===== src/rtl/median_bbox_stats_if.sv =====
// Result-write port of the median filter plus the frame result record.
// master = filter/controller side (drives strobes), slave = stats block.
// Flow control is a held-result/acknowledge handshake on resultValid/resultAck.
interface median_bbox_stats_if #(
  parameter int ADDR_W = 8,
  parameter int CNT_W  = 16
);
  logic              init;
  logic              writeMedianMem;
  logic              writeMedianData;
  logic [ADDR_W-1:0] xAddressIn;
  logic [ADDR_W-1:0] yAddressIn;
  logic              fullImageDone;
  logic              resultAck;
  logic              resultValid;
  logic              objectPresent;
  logic [CNT_W-1:0]  pixelCount;
  logic [ADDR_W-1:0] xMin;
  logic [ADDR_W-1:0] xMax;
  logic [ADDR_W-1:0] yMin;
  logic [ADDR_W-1:0] yMax;
  logic              addrError;
  logic              busy;

  modport master (
    output init, writeMedianMem, writeMedianData, xAddressIn, yAddressIn,
           fullImageDone, resultAck,
    input  resultValid, objectPresent, pixelCount, xMin, xMax, yMin, yMax,
           addrError, busy
  );

  modport slave (
    input  init, writeMedianMem, writeMedianData, xAddressIn, yAddressIn,
           fullImageDone, resultAck,
    output resultValid, objectPresent, pixelCount, xMin, xMax, yMin, yMax,
           addrError, busy
  );
endinterface


===== src/rtl/median_bbox_stats.sv =====
// Per-frame set-pixel count and bounding box of the median filter output.
// Latency: result valid one cycle after the fullImageDone rising edge.
// Backpressure: result held in DONE until resultAck; writes ignored meanwhile.
module median_bbox_stats #(
  parameter int IMG_WIDTH  = 240,
  parameter int IMG_HEIGHT = 180,
  parameter int ADDR_W     = 8,
  parameter int CNT_W      = 16,
  parameter int MIN_PIXELS = 16
) (
  input  logic                  clk,
  input  logic                  reset,
  median_bbox_stats_if.slave    bus
);

  localparam logic [ADDR_W:0]  LP_W   = (ADDR_W+1)'(IMG_WIDTH);
  localparam logic [ADDR_W:0]  LP_H   = (ADDR_W+1)'(IMG_HEIGHT);
  localparam logic [CNT_W-1:0] LP_MIN = CNT_W'(MIN_PIXELS);

  typedef enum logic [1:0] {
    ST_IDLE  = 2'd0,
    ST_ACCUM = 2'd1,
    ST_DONE  = 2'd2
  } state_t;

  state_t            r_state;
  state_t            w_state_nxt;
  logic              r_fid_d;

  // running accumulators
  logic [CNT_W-1:0]  r_cnt;
  logic [ADDR_W-1:0] r_xmin, r_xmax, r_ymin, r_ymax;
  logic [CNT_W-1:0]  w_cnt_nxt;
  logic [ADDR_W-1:0] w_xmin_nxt, w_xmax_nxt, w_ymin_nxt, w_ymax_nxt;

  // latched result record
  logic              r_valid;
  logic              r_obj;
  logic [CNT_W-1:0]  r_pix_cnt;
  logic [ADDR_W-1:0] r_oxmin, r_oxmax, r_oymin, r_oymax;
  logic              r_addr_err;

  logic              w_in_range;
  logic              w_wr_accum;
  logic              w_hit;
  logic              w_bad;
  logic              w_frame_end;
  logic              w_empty;

  assign w_in_range  = ({1'b0, bus.xAddressIn} < LP_W) && ({1'b0, bus.yAddressIn} < LP_H);
  assign w_wr_accum  = (r_state == ST_ACCUM) && bus.writeMedianMem;
  assign w_hit       = w_wr_accum && w_in_range && bus.writeMedianData;
  assign w_bad       = w_wr_accum && !w_in_range;
  // init outranks the frame edge: a clearing init must not also publish a result
  assign w_frame_end = (r_state == ST_ACCUM) && bus.fullImageDone && !r_fid_d && !bus.init;
  assign w_empty     = (w_cnt_nxt == '0);

  // next-state accumulator values, so a write on the edge cycle is counted
  always_comb begin
    w_cnt_nxt  = r_cnt;
    w_xmin_nxt = r_xmin;
    w_xmax_nxt = r_xmax;
    w_ymin_nxt = r_ymin;
    w_ymax_nxt = r_ymax;
    if (w_hit) begin
      if (r_cnt != '1) w_cnt_nxt = r_cnt + CNT_W'(1);
      if (bus.xAddressIn < r_xmin) w_xmin_nxt = bus.xAddressIn;
      if (bus.xAddressIn > r_xmax) w_xmax_nxt = bus.xAddressIn;
      if (bus.yAddressIn < r_ymin) w_ymin_nxt = bus.yAddressIn;
      if (bus.yAddressIn > r_ymax) w_ymax_nxt = bus.yAddressIn;
    end
  end

  // FSM next state; init wins over every other event
  always_comb begin
    w_state_nxt = r_state;
    if (bus.init) begin
      w_state_nxt = ST_ACCUM;
    end else begin
      case (r_state)
        ST_IDLE:  w_state_nxt = ST_IDLE;
        ST_ACCUM: if (w_frame_end) w_state_nxt = ST_DONE;
        ST_DONE:  if (bus.resultAck) w_state_nxt = ST_IDLE;
        default:  w_state_nxt = ST_IDLE;
      endcase
    end
  end

  // FSM state register and fullImageDone delay for edge detection
  always_ff @(posedge clk) begin
    if (reset) begin
      r_state <= ST_IDLE;
      r_fid_d <= 1'b0;
    end else begin
      r_state <= w_state_nxt;
      r_fid_d <= bus.fullImageDone;
    end
  end

  // accumulators: cleared by reset/init, updated only while accumulating
  always_ff @(posedge clk) begin
    if (reset || bus.init) begin
      r_cnt  <= '0;
      r_xmin <= '1;
      r_xmax <= '0;
      r_ymin <= '1;
      r_ymax <= '0;
    end else if (r_state == ST_ACCUM) begin
      r_cnt  <= w_cnt_nxt;
      r_xmin <= w_xmin_nxt;
      r_xmax <= w_xmax_nxt;
      r_ymin <= w_ymin_nxt;
      r_ymax <= w_ymax_nxt;
    end
  end

  // sticky out-of-range flag for the current frame
  always_ff @(posedge clk) begin
    if (reset || bus.init) begin
      r_addr_err <= 1'b0;
    end else if (w_bad) begin
      r_addr_err <= 1'b1;
    end
  end

  // result record: loaded at frame end, data retained across ack/init
  always_ff @(posedge clk) begin
    if (reset) begin
      r_valid   <= 1'b0;
      r_obj     <= 1'b0;
      r_pix_cnt <= '0;
      r_oxmin   <= '0;
      r_oxmax   <= '0;
      r_oymin   <= '0;
      r_oymax   <= '0;
    end else if (bus.init) begin
      r_valid <= 1'b0;
    end else if (w_frame_end) begin
      r_valid   <= 1'b1;
      r_obj     <= (w_cnt_nxt >= LP_MIN);
      r_pix_cnt <= w_cnt_nxt;
      // empty frame reports a zero box rather than the min/max sentinels
      r_oxmin   <= w_empty ? '0 : w_xmin_nxt;
      r_oxmax   <= w_empty ? '0 : w_xmax_nxt;
      r_oymin   <= w_empty ? '0 : w_ymin_nxt;
      r_oymax   <= w_empty ? '0 : w_ymax_nxt;
    end else if ((r_state == ST_DONE) && bus.resultAck) begin
      r_valid <= 1'b0;
    end
  end

  assign bus.resultValid   = r_valid;
  assign bus.objectPresent = r_obj;
  assign bus.pixelCount    = r_pix_cnt;
  assign bus.xMin          = r_oxmin;
  assign bus.xMax          = r_oxmax;
  assign bus.yMin          = r_oymin;
  assign bus.yMax          = r_oymax;
  assign bus.addrError     = r_addr_err;
  assign bus.busy          = (r_state == ST_ACCUM);

endmodule


===== src/flat_wrapper.sv =====
// flat-port wrapper written by rule: the top's interface ports become plain ports
module median_bbox_stats_flat 
#(
  parameter int IMG_WIDTH  = 240,
  parameter int IMG_HEIGHT = 180,
  parameter int ADDR_W     = 8,
  parameter int CNT_W      = 16,
  parameter int MIN_PIXELS = 16
)
  (clk, reset, bus_init, bus_writeMedianMem, bus_writeMedianData, bus_xAddressIn, bus_yAddressIn, bus_fullImageDone, bus_resultAck, bus_resultValid, bus_objectPresent, bus_pixelCount, bus_xMin, bus_xMax, bus_yMin, bus_yMax, bus_addrError, bus_busy);
  median_bbox_stats_if #(.ADDR_W(ADDR_W), .CNT_W(CNT_W)) bus_i ();
  input  logic clk;
  input  logic reset;
  input wire logic [$bits(bus_i.init)-1:0] bus_init;
  input wire logic [$bits(bus_i.writeMedianMem)-1:0] bus_writeMedianMem;
  input wire logic [$bits(bus_i.writeMedianData)-1:0] bus_writeMedianData;
  input wire logic [$bits(bus_i.xAddressIn)-1:0] bus_xAddressIn;
  input wire logic [$bits(bus_i.yAddressIn)-1:0] bus_yAddressIn;
  input wire logic [$bits(bus_i.fullImageDone)-1:0] bus_fullImageDone;
  input wire logic [$bits(bus_i.resultAck)-1:0] bus_resultAck;
  output wire logic [$bits(bus_i.resultValid)-1:0] bus_resultValid;
  output wire logic [$bits(bus_i.objectPresent)-1:0] bus_objectPresent;
  output wire logic [$bits(bus_i.pixelCount)-1:0] bus_pixelCount;
  output wire logic [$bits(bus_i.xMin)-1:0] bus_xMin;
  output wire logic [$bits(bus_i.xMax)-1:0] bus_xMax;
  output wire logic [$bits(bus_i.yMin)-1:0] bus_yMin;
  output wire logic [$bits(bus_i.yMax)-1:0] bus_yMax;
  output wire logic [$bits(bus_i.addrError)-1:0] bus_addrError;
  output wire logic [$bits(bus_i.busy)-1:0] bus_busy;
  assign bus_i.init = bus_init;
  assign bus_i.writeMedianMem = bus_writeMedianMem;
  assign bus_i.writeMedianData = bus_writeMedianData;
  assign bus_i.xAddressIn = bus_xAddressIn;
  assign bus_i.yAddressIn = bus_yAddressIn;
  assign bus_i.fullImageDone = bus_fullImageDone;
  assign bus_i.resultAck = bus_resultAck;
  assign bus_resultValid = bus_i.resultValid;
  assign bus_objectPresent = bus_i.objectPresent;
  assign bus_pixelCount = bus_i.pixelCount;
  assign bus_xMin = bus_i.xMin;
  assign bus_xMax = bus_i.xMax;
  assign bus_yMin = bus_i.yMin;
  assign bus_yMax = bus_i.yMax;
  assign bus_addrError = bus_i.addrError;
  assign bus_busy = bus_i.busy;
  median_bbox_stats #(.IMG_WIDTH(IMG_WIDTH), .IMG_HEIGHT(IMG_HEIGHT), .ADDR_W(ADDR_W), .CNT_W(CNT_W), .MIN_PIXELS(MIN_PIXELS)) u_core (.clk(clk), .reset(reset), .bus(bus_i));
endmodule

===== config.mk =====
export PLATFORM = sky130hd
export DESIGN_NAME = median_bbox_stats_flat
export DESIGN_NICKNAME = d
export VERILOG_FILES = /design/src/rtl/median_bbox_stats_if.sv /design/src/rtl/median_bbox_stats.sv /design/src/flat_wrapper.sv
export SDC_FILE = /design/constraint.sdc
export NUM_CORES = 1
export LEC_CHECK = 0
export ABC_AREA = 1
export ABC_CLOCK_PERIOD_IN_PS = 2600
export CORE_ASPECT_RATIO = 0.7
export CORE_UTILIZATION = 25
export DETAILED_ROUTE_END_ITERATION = 6
export SLEW_MARGIN = 10
export SYNTH_ARGS = -nofsm -noshare
export SYNTH_HDL_FRONTEND = slang
export SYNTH_SLANG_ARGS = --single-unit

===== constraint.sdc =====
create_clock -name clk -period 2.6 [get_ports clk]
set_input_delay 0.26 -clock clk [delete_from_list [all_inputs] [get_ports clk]]
set_output_delay 0.26 -clock clk [all_outputs]
set_load 0.03 [all_outputs]

# Word-level counts from Yosys, hierarchy flattened
# Cells that the tools add are included.
# W data, S select, Z words.
[word_totals] reg_bits=102 in_bits=23 output_inout_bits=52 wordCells=71
[classes] n_addsub=1 order_cmp=7 eq_ne=7 mux=20 bitwise_logic=1 reduce_logical=19
[op_table] op="$mux W8" n=12
[op_table] op="$mux W16" n=2
[op_table] op="$add A16 B1 Y16 const B" n=1
[op_table] op="$ge A16 B5 Y1 const B" n=1
[op_table] op="$gt A8 B8 Y1" n=2
[op_table] op="$logic_not A16 Y1" n=1
[op_table] op="$lt A8 B8 Y1" n=2
[op_table] op="$lt A8 B8 Y1 const B" n=2
[op_table] op="$ne A16 B16 Y1 const B" n=1
[op_table] op="$logic_and A1 B1 Y1" n=9
[op_table] op="$reduce_and A2 Y1" n=3
[op_table] op="$mux W2" n=2
[op_table] op="$pmux W2 S2" n=1
[op_table] op="$logic_not A1 Y1" n=3
[op_table] op="$mux W1" n=3
[op_table] op="$ne A3 B2 Y1 const B" n=1
[op_table] op="$ne A3 B3 Y1 const B" n=1
[op_table] op="$eq A2 B1 Y1 const B" n=1
[op_table] op="$eq A2 B2 Y1 const B" n=1
[op_table] op="$ne A2 B1 Y1 const B" n=1
[op_table] op="$ne A2 B2 Y1 const B" n=1
[op_table] op="$reduce_bool A2 Y1" n=1
[op_table] op="$reduce_or A2 Y1" n=1
[op_table] op="$logic_or A1 B1 Y1" n=1
[op_table] op="$not A1 Y1" n=1

# Depth between registers and ports, before layout
[logic_depth] ltp_word=7 ltp_mapped=17 mapped_depth_nobuf=16

# Worst setup path after synthesis
# Ideal clock, no wire load.
[synth_timing] path_type="flip-flop to flip-flop" startpoint="register u_core.r_cnt[0]" endpoint="register u_core.r_oxmax[0] (netlist: u_core.bus.xMax[0])" setup_ps=143 t_arrival_ps=2017 t_required_ps=2457 path_slack_ps=440 path_stages_with_launch=18 path_buffers=1 period_less_slack_ps=2160 path_cell_list="dfxtp_1 ha_1 inv_2 nor2_2 nand2_2 nor2_4 inv_2 nand2_1 nand2_1 nand2_1 nand2_1 nor2_1 nand2_1 nor2_2 nand2_4 buf_12 nand2_2 a21oi_2"
[synth_via] elab_chain_len=5 elab_cells_between_ends=6 cone_classes="add/sub (1); eq/ne (1); mux (3); reduce/logical (1)"
[synth_lines] item="start, declared" line_no="median_bbox_stats.sv:31" text="logic [CNT_W-1:0] r_cnt;"
[synth_lines] item="start signal, assigned" line_no="median_bbox_stats.sv:109" text="r_cnt <= w_cnt_nxt;"
[synth_lines] item="$add A16 B1 Y16 or $ne A16 B16 Y1 (tied branches)" line_no="median_bbox_stats.sv:66" text="if (r_cnt != '1) w_cnt_nxt = r_cnt + CNT_W'(1);"
[synth_lines] item="$mux W16" line_no="median_bbox_stats.sv:66"
[synth_lines] item="$mux W16 *" line_no="median_bbox_stats.sv:65" text="if (w_hit) begin"
[synth_lines] item="$logic_not A16 Y1 *" line_no="median_bbox_stats.sv:56" text="assign w_empty = (w_cnt_nxt == '0);"
[synth_lines] item="$mux W8 *" line_no="median_bbox_stats.sv:144" text="r_oxmax <= w_empty ? '0 : w_xmax_nxt;"
[synth_lines] item="end signal, assigned" line_no="median_bbox_stats.sv:144"
[synth_lines] item="end, declared" line_no="median_bbox_stats.sv:40" text="logic [ADDR_W-1:0] r_oxmin, r_oxmax, r_oymin, r_oymax;"
# Every way passes the cells marked *; elsewhere a longest branch is shown, timed or not.
# A chain may end at the register's enable or synchronous reset.

# Final worst setup path
[layout_timing] startpoint="register u_core.r_cnt[1]" endpoint="register u_core.r_oxmax[3] (netlist: u_core.bus.xMax[3])"
# Same word-level chain as after synthesis.

==> impl_metrics.yaml <==
routing:
  wl_per_cell_um: 12.5
  detail-route-antenna-nets: 0
  avgViaCountPerCell: 4.27
  drcViolationCount: 0
  finalWirelength_um: 15200
  vias: 5175
  first_iter_violations: 291
  firstDrtPassIters: 4
clock_tree:
  postCtsHoldBufs: 0
  numCtsBuffers: 9
  cts_resized: 0
  root_buffer: "clkbuf_16"
  numClockSinks: 102
  post_cts_buffers: 0
  cts_max_path_buffers: 2
  htreeDepth: 3
  clock_latency_ns: 0.35
  clk_pin_slew_ns: 0.07
  cts_tree: "built"
synth:
  ys_types: 29
  ys_seq_area_share_pct: 36.6
  synth_edf_count: 0
  yosysMostFrequentCell: "nand2_1"
  synthesis.area_um2: 5580
  synth_top_area_share_pct: 36.6
  synth_seq_cells: 102
  synth_area_leader_cell: "dfxtp_1"
  netlist_top_cells_count: "nand2_1 (217), inv_1 (104), dfxtp_1 (102), nor2_1 (102), nand3_1 (43)"
  async_flop_share_pct: 0
  synth-main-ff-cell: "dfxtp_1"
  synth_cells: 800
  syn_nets: 854
  synthTopCellsByArea: "dfxtp_1 (37%), nand2_1 (15%), inv_1 (7.0%)"
  avgSynthCellArea_um2: 6.97
  yosysWarnings: 0
power:
  leakage_uw: 0.00332
  ir_drop_uv: 302
  powerDensity_nw_per_um2: 467
sta:
  finalSetupViolCount: 0
  hold_ws_ns: 0.382
  timing.final.ws_setup_ns: 0.232
  finalCritPeriodShare_pct: 91.1
  rsz0062_at_grt: "false"
  fin_skew_ns: 0.0152
  tightest_slew_ns: 0.441
  fmax_mhz: 422
  final_max_slew_viol_count: 0
  relSlewSlack_pct: 70.6
  hold_violations: 0
  period_needed_ns: 2.37
layout:
  postLayoutCoreUtil_pct: 33.7
  n_antenna_cell: 0
  fillers: 2316
  layout-drive-gt1-share_pct: 18.8
  nets: 978
  syn_to_final_growth_pct: 31.8
  finish.instance_area_um2: 7350
critical_path:
  r2r_end: "u_core.bus.xMax[3]"
  critPathMaxFanout: 20
  required_ns: 2.88
  reg2reg_slack_ns: 0.23
  critPathLaunchType: "register"
  reg2reg_depth: 17
  critPathArrivalTime_ns: 2.65
  crit_path_end_kind: "register"
  r2r-start: "u_core.r_cnt[1]"
  worstSetupPathType: "register to register"
placed_design:
  gp_congestion: 0.895
  placed_area_um2: 7050
  hpwl_um: 11400
  io_buffers: 74
  detailedPlace.worstSlack_ns: -0.0645
grt:
  overflow: 0
  track_usage_pct: 13.9
  grt_pass1_wl_um: 25600
  antenna_found_initial: 0
  grt_max_degree: 72
  first_global_vias: 4877
hold_path:
  holdPathStages: 3
  min_from: "reset"
  hold_class: "input port to register"
  hold_end: "u_core.bus.yMax[3]"
floorplan:
  die_area_um2: 22900
  chipWidth_um: 181
  core_um2: 21800
  start_util_pct: 25.6
  die_y_um: 127
  pin_count: 75
  num_rows: 45
run_status:
  outcome: "complete, no violations"
flow_run:
  cap_violations: 0
-- worst max path at each step --
stage / startpoint / to / cells after the start
floorplan: u_core.r_cnt[0] / u_core.bus.xMax[0] / 17
global placement: bus_yAddressIn[2] / u_core.bus.xMax[3] / 18
detailed placement: bus_yAddressIn[2] / u_core.bus.xMin[3] / 18
CTS: u_core.r_cnt[0] / u_core.bus.xMin[3] / 17
global route: u_core.r_cnt[1] / u_core.bus.xMin[6] / 17
finish: u_core.r_cnt[1] / u_core.bus.xMax[3] / 17
-- report_power, final --
part           switching [uW]  leakage (uW)  internal (uW)  total (uW)
Sequential               13.0      0.000826           1590        1600
Combinational             271       0.00236            186         457
Clock                     624      0.000139            753        1380
Total                     909       0.00332           2520        3430
-- layout make-up --
| type | instances | area (um2) | area share [%] |
|---|---|---|---|
| Clock buffer | 10 | 229 | 3.11 |
| Clock inverter | 6 | 67.6 | 0.919 |
| Inverter | 107 | 402 | 5.46 |
| Multi-Input combinational cell | 563 | 2970 | 40.4 |
| Sequential cell | 102 | 2040 | 27.8 |
| Tap cell | 282 | 353 | 4.80 |
| Timing Repair Buffer | 141 | 1290 | 17.5 |
-- metal layers --
metal	vias up	GRT usage, %	part of all wire, %
met4	0	3.22	0.90
met1	2312	21.4	56
li1	2752	-	-
met3	10	2.68	4.2
met2	101	19.3	39
met5	-	0	0
-- flip-flops by register name, indices dropped and copies added, names as in the netlist --
register and count:
u_core.bus.pixelCount 16, u_core.r_cnt 16, u_core.bus.xMax 8, u_core.bus.xMin 8, u_core.bus.yMax 8, u_core.bus.yMin 8
u_core.r_xmax 8, u_core.r_xmin 8, u_core.r_ymax 8, u_core.r_ymin 8, u_core.r_state 2, u_core.bus.addrError 1
u_core.bus.objectPresent 1, u_core.bus.resultValid 1, u_core.r_fid_d 1
-- placed cells by master (no fill, tap or decap), drive strengths merged --
cell           Yosys  final
a21oi             54     54
a31oi              2      2
buf                9     68
bufinv             0      1
clkbuf            19     10
clkdlybuf4s50      0     73
clkinv             1      2
clkinvlp           0      2
dfxtp            102    102
ha                31     31
inv              106    108
nand2            258    258
nand3             46     46
nand3b             6      6
nand4             12     12
nor2             114    114
o211ai            10     10
o21ai             26     26
xnor2              2      2
xor2               2      2
-- kinds of logic (layout without fill, tap and decap cells) --
family                     count (synthesis)  count (layout)  share of synthesized area, %
xor gates and xnor gates                   4               4                         0.628
and+or+nand+nor                          436             436                          34.6
AOI/OAI and AO/OA                         92              92                          11.0
adders and majority gates                 31              31                          6.95
DFF                                      102             102                          36.6
buffers and inverters                    135             264                          10.2
-- worst max-delay path, cell delays in order (launching register included) --
cell and delay (ns):
dfxtp_1 0.42, ha_1 0.21, inv_2 0.05, nor2_2 0.17, nand2_2 0.10, nor2_4 0.16
inv_2 0.07, buf_12 0.15, nand2_2 0.05, nor2_1 0.04, nor2_2 0.15, nor2_1 0.06
nand2_1 0.11, nor2_2 0.07, nand2_4 0.10, buf_12 0.19, nand2_2 0.07, a21oi_2 0.12
-- per-stage QoR --
step           power (uW)  TNS (ns)  std cells
6_report             3430         0       1211
5_1_grt              3600         0       1211
4_1_cts              3470         0       1211
3_5_place_dp         2090     -1.28       1195
3_3_place_gp         2090    -0.734       1195
2_1_floorplan        1910         0        800
Note: power is estimated with default switching activity, not from simulation.
